File: config.mk
export PLATFORM = sky130hd
export DESIGN_NAME = cascade_time_counter_flat
export DESIGN_NICKNAME = d
export VERILOG_FILES = /design/src/rtl/cascade_time_counter_if.sv /design/src/rtl/cascade_time_counter.sv /design/src/flat_wrapper.sv
export SDC_FILE = /design/constraint.sdc
export NUM_CORES = 1
export LEC_CHECK = 0
export CORE_MARGIN = 2
export CORE_UTILIZATION = 53
export CTS_CLUSTER_DIAMETER = 60
export DETAILED_ROUTE_END_ITERATION = 16
export GPL_TIMING_DRIVEN = 0
export PLACE_DENSITY = 0.84
export SLEW_MARGIN = 20
export SYNTH_ARGS = -nofsm -noshare
export SYNTH_HDL_FRONTEND = slang
export SYNTH_SLANG_ARGS = --single-unit
File: constraint.sdc
create_clock -name clk -period 3.4 [get_ports clk]
set_clock_uncertainty 0.15 [all_clocks]
set_input_delay 0.68 -clock clk [delete_from_list [all_inputs] [get_ports clk]]
set_output_delay 0.68 -clock clk [all_outputs]
set_load 0.01 [all_outputs]
File: src/rtl/cascade_time_counter_if.sv
// Control and data bundle for cascade_time_counter: counting controls in, digit bus and flags out.
interface cascade_time_counter_if #(
  parameter int unsigned DIGITS = 4
);
  logic              en;
  logic              up;
  logic              hold_at_end;
  logic              load;
  logic [DIGITS*4-1:0] load_val;
  logic [DIGITS*4-1:0] count;
  logic              tc;
  logic              wrap;

  modport master (
    output en, up, hold_at_end, load, load_val,
    input  count, tc, wrap
  );

  modport slave (
    input  en, up, hold_at_end, load, load_val,
    output count, tc, wrap
  );
endinterface

File: src/rtl/cascade_time_counter.sv
// Multi-digit cascaded time counter: per-digit maxima, single-cycle carry/borrow ripple,
// clamped load, wrap or hold at the terminal value.
module cascade_time_counter #(
  parameter int unsigned         DIGITS    = 4,
  parameter logic [DIGITS*4-1:0] DIGIT_MAX = 16'h5959
) (
  input logic                   clk,
  input logic                   rst,
  cascade_time_counter_if.slave bus
);

  localparam int unsigned W = DIGITS * 4;

  logic [W-1:0]      count_q, count_d;
  logic              wrap_q, wrap_d;
  logic [DIGITS-1:0] term;
  logic              all_term;
  logic              carry;

  function automatic logic [3:0] step_digit(input logic [3:0] d, input logic [3:0] mx,
                                            input logic up);
    if (up) return (d == mx) ? 4'd0 : d + 4'd1;
    return (d == 4'd0) ? mx : d - 4'd1;
  endfunction

  function automatic logic [3:0] clamp_digit(input logic [3:0] d, input logic [3:0] mx);
    return (d > mx) ? mx : d;
  endfunction

  // Terminal value per digit depends on the live direction input.
  always_comb begin
    term = '0;
    for (int i = 0; i < int'(DIGITS); i++) begin
      term[i] = bus.up ? (count_q[i*4 +: 4] == DIGIT_MAX[i*4 +: 4])
                       : (count_q[i*4 +: 4] == 4'd0);
    end
    all_term = &term;
  end

  always_comb begin
    count_d = count_q;
    wrap_d  = 1'b0;
    carry   = 1'b1;
    if (bus.load) begin
      for (int i = 0; i < int'(DIGITS); i++) begin
        count_d[i*4 +: 4] = clamp_digit(bus.load_val[i*4 +: 4], DIGIT_MAX[i*4 +: 4]);
      end
    end else if (bus.en && !(all_term && bus.hold_at_end)) begin
      // With every digit terminal the ripple steps all of them: that is the full-range wrap.
      wrap_d = all_term;
      for (int i = 0; i < int'(DIGITS); i++) begin
        if (carry) begin
          count_d[i*4 +: 4] = step_digit(count_q[i*4 +: 4], DIGIT_MAX[i*4 +: 4], bus.up);
        end
        carry = carry & term[i];
      end
    end
  end

  always_ff @(posedge clk) begin
    if (rst) begin
      count_q <= '0;
      wrap_q  <= 1'b0;
    end else begin
      count_q <= count_d;
      wrap_q  <= wrap_d;
    end
  end

  assign bus.count = count_q;
  assign bus.wrap  = wrap_q;
  assign bus.tc    = all_term;

endmodule
File: src/flat_wrapper.sv
// flat-port wrapper written by rule: the top's interface ports become plain ports
module cascade_time_counter_flat 
#(
  parameter int unsigned         DIGITS    = 4,
  parameter logic [DIGITS*4-1:0] DIGIT_MAX = 16'h5959
)
  (clk, rst, bus_en, bus_up, bus_hold_at_end, bus_load, bus_load_val, bus_count, bus_tc, bus_wrap);
  cascade_time_counter_if #(.DIGITS(DIGITS)) bus_i ();
  input logic clk;
  input logic rst;
  input wire logic [$bits(bus_i.en)-1:0] bus_en;
  input wire logic [$bits(bus_i.up)-1:0] bus_up;
  input wire logic [$bits(bus_i.hold_at_end)-1:0] bus_hold_at_end;
  input wire logic [$bits(bus_i.load)-1:0] bus_load;
  input wire logic [$bits(bus_i.load_val)-1:0] bus_load_val;
  output wire logic [$bits(bus_i.count)-1:0] bus_count;
  output wire logic [$bits(bus_i.tc)-1:0] bus_tc;
  output wire logic [$bits(bus_i.wrap)-1:0] bus_wrap;
  assign bus_i.en = bus_en;
  assign bus_i.up = bus_up;
  assign bus_i.hold_at_end = bus_hold_at_end;
  assign bus_i.load = bus_load;
  assign bus_i.load_val = bus_load_val;
  assign bus_count = bus_i.count;
  assign bus_tc = bus_i.tc;
  assign bus_wrap = bus_i.wrap;
  cascade_time_counter #(.DIGITS(DIGITS), .DIGIT_MAX(DIGIT_MAX)) u_core (.clk(clk), .rst(rst), .bus(bus_i));
endmodule
==> flow_summary.json <==
{
  "outcome": "finished clean",
  "async_flop_share": 0,
  "hold_viol": 0,
  "synth_edf_count": 0,
  "die_h_um": 58.02,
  "clock_path_buffers": 2,
  "die_x_um": 58.02,
  "synth_nets": 222,
  "avgSynthCellArea_um2": 7.732,
  "htree_levels": 1,
  "cts_tree": "yes",
  "cap_violations": 0,
  "cts-buffers-inserted": 3,
  "grt_antenna_before_repair": 0,
  "std_cell_rows": 19,
  "portBuffers": 38,
  "clk_pin_slew_worst_paths_ns": 0.11,
  "place_inst": 269,
  "crit_fanout": 10,
  "relSlewSlack": 0.6454,
  "drc": 0,
  "wl_um": 4408,
  "peakVddDrop_mv": 0.2465,
  "crit_chain": "clkdlybuf4s50_1 -> buf_6 -> nor3_2 -> o21a_1 -> nand2_1 -> nor3_2 -> dlygate4sd2_1",
  "layout_setup_ws_ns": 0.2548,
  "grt_pass1_vias": 1629,
  "fmax_mhz": 317.9,
  "cts_sinks": 17,
  "viasPerCell": 6.482,
  "fin_crit_ns": 3.145,
  "initialDrtViolationCount": 111,
  "area_delta_synth_final_pct": 29.61,
  "drive_gt1_frac": 0.1276,
  "power.density_nw_per_um2": 283.9,
  "cpMaxStageDelayCell": "clkdlybuf4s50_1",
  "yosys_warnings": 0,
  "synth.distinct_cells": 56,
  "holdCritPathClass": "register to register",
  "cp_common_cell": "nor3_2",
  "p_total_mw": 0.5691,
  "postCtsHoldBufs": 0,
  "critPathRequiredTime_ns": 2.57,
  "stdcell_count": 274,
  "drtAntennaViolNets": 0,
  "synth_top_area_cell": "dfxtp_1",
  "fin_crit_sh": 0.9251,
  "ios": 40,
  "ys_seq_area_frac": 0.2201,
  "yosys_most_used_dff": "dfxtp_1",
  "synthesis.area_um2": 1546,
  "cp_data_arrival_time_ns": 2.32,
  "worstSetupPathType": "primary input to output pin",
  "root_buffer": "clkbuf_4",
  "synthCells": 200,
  "post-place-ws_ns": -0.1897,
  "avgRoutedWirePerCell_um": 16.09,
  "cp-start-kind": "primary input",
  "fin_util": 0.7269,
  "vias": 1776,
  "start_util": 0.5608,
  "synth_area_leaders": "dfxtp_1 22%, nor2_1 4.9%, o21ai_0 4.5%",
  "crit_family": "buffers and inverters",
  "overflow": 0,
  "synth.top_cell.area_share": 0.2201,
  "final_net_count": 266,
  "grt.total_usage": 0.2741,
  "setup_viol": 0,
  "leakage_nw": 0.6985,
  "coreArea_um2": 2758,
  "synth-seq-cells": 17,
  "antennaDiodeCount": 0,
  "grt_max_degree": 11,
  "slew_viol_final": 0,
  "dp_hpwl_um": 3274,
  "rsz0062_at_grt": "false",
  "clk_latency_ns": 0.30,
  "fill_cells": 235,
  "crit_path_max_incr_delay_ns": 0.45,
  "drt-pass1-iter-count": 5,
  "path_buf_inv": 3,
  "place_congestion": 0.8501,
  "die_area_um2": 3366,
  "worst_slew_pin_slew_ns": 0.5319,
  "grt_pass1_wl_um": 7162,
  "cp-end-kind": "output pin"
}
[cell type report]
| cell class | count | area [µm²] | area share |
|---|---|---|---|
| Timing Repair Buffer | 39 | 386.6 | 0.1929 |
| Clock buffer | 4 | 26.28 | 0.01311 |
| Inverter | 5 | 18.77 | 0.009363 |
| Multi-Input combinational cell | 160 | 1104 | 0.5506 |
| Tap cell | 31 | 38.79 | 0.01935 |
| Sequential cell | 17 | 340.3 | 0.1698 |
| Buffer | 18 | 90.09 | 0.04494 |
[flip-flops by register name (all words and copies together) (netlist names)]
name,cells
u_core.bus.count,16
u_core.bus.wrap,1
[power breakdown]
part | total (mW) | internal (mW) | switching [mW] | leakage (nW)
combinational | 0.227 | 0.106 | 0.121 | 0.543
sequential | 0.223 | 0.211 | 0.0113 | 0.140
clock | 0.119 | 0.0457 | 0.0737 | 0.0150
[per-layer routing]
metal	GRT usage	share of wire
met1	0.3509	0.41
met3	0.03571	0.077
met4	0.1262	0.028
met2	0.4578	0.49
met5	0	0
[per-stage QoR]
stage | hold slack [ns] | setup TNS [ns] | cell area (µm²)
detailed placement | 0.4538 | -0.1897 | 1966
global placement | 0.4261 | -0.1528 | 1966
global route | 0.4854 | 0 | 2004
floorplan | 0.4365 | 0 | 1546
CTS | 0.4667 | 0 | 2004
finish | 0.4886 | 0 | 2004
[worst register-to-register path, stage by stage, from the launching register on]
cell and delay [ns]:
dfxtp_1 0.33, clkbuf_1 0.21, nor2_1 0.26, o21ai_1 0.18
o41ai_4 0.50, xor2_1 0.13, a221oi_1 0.30
[timing repair]
action / in CTS / in global routing
endpoints found under the hold margin: 0 / 0
resized for setup: 3 / 0
buffers inserted: 1 / 0
endpoints found under the setup margin: 1 / 0
[cell usage after synthesis, drive strengths merged (2+ instances only)]
library cell / number
a2111oi: 2
a211o: 3
a211oi: 5
a21oi: 10
a221oi: 5
a311oi: 2
a31oi: 3
and2: 3
and3: 6
buf: 9
clkbuf: 9
dfxtp: 17
inv: 5
nand2: 12
nand2b: 4
nand3: 4
nand3b: 3
nand4b: 3
nor2: 20
nor2b: 5
nor3: 11
nor4: 4
nor4b: 3
o211ai: 5
o21a: 2
o21ai: 17
o221ai: 2
o22ai: 2
or2: 3
xnor2: 6
[path summary, 6_finish.rpt]
| path | start | end | slack, ns | depth (start not counted) |
|---|---|---|---|---|
| max | bus_up | bus_tc | 0.25 | 7 |
| min | u_core.bus.count[15] | u_core.bus.count[15] | 0.49 | 2 |
| max reg2reg | u_core.bus.count[2] | u_core.bus.count[0] | 1.25 | 6 |
| min reg2reg | u_core.bus.count[15] | u_core.bus.count[15] | 0.49 | 2 |
[cells by family after synthesis]
family                 count (synthesis)  share of synthesized area
AND/OR/NAND/NOR                       84                     0.3107
AO/OA/AOI/OAI                         68                     0.3520
multiplexers                           1                   0.007281
flip-flops                            17                     0.2201
buffers and inverters                 23                    0.07039
XOR/XNOR                               7                    0.03964
[layout by cell type, fill, tap and decap left out, types with 6 or more instances in the layout]
cell,instances
a21oi_1,10
buf_2,6
clkbuf_1,10
clkdlybuf4s50_1,37
dfxtp_1,17
nand2_1,12
nor2_1,20
nor3_1,7
o21ai_0,14
xnor2_1,6
Power figures use the tool's default switching activity.
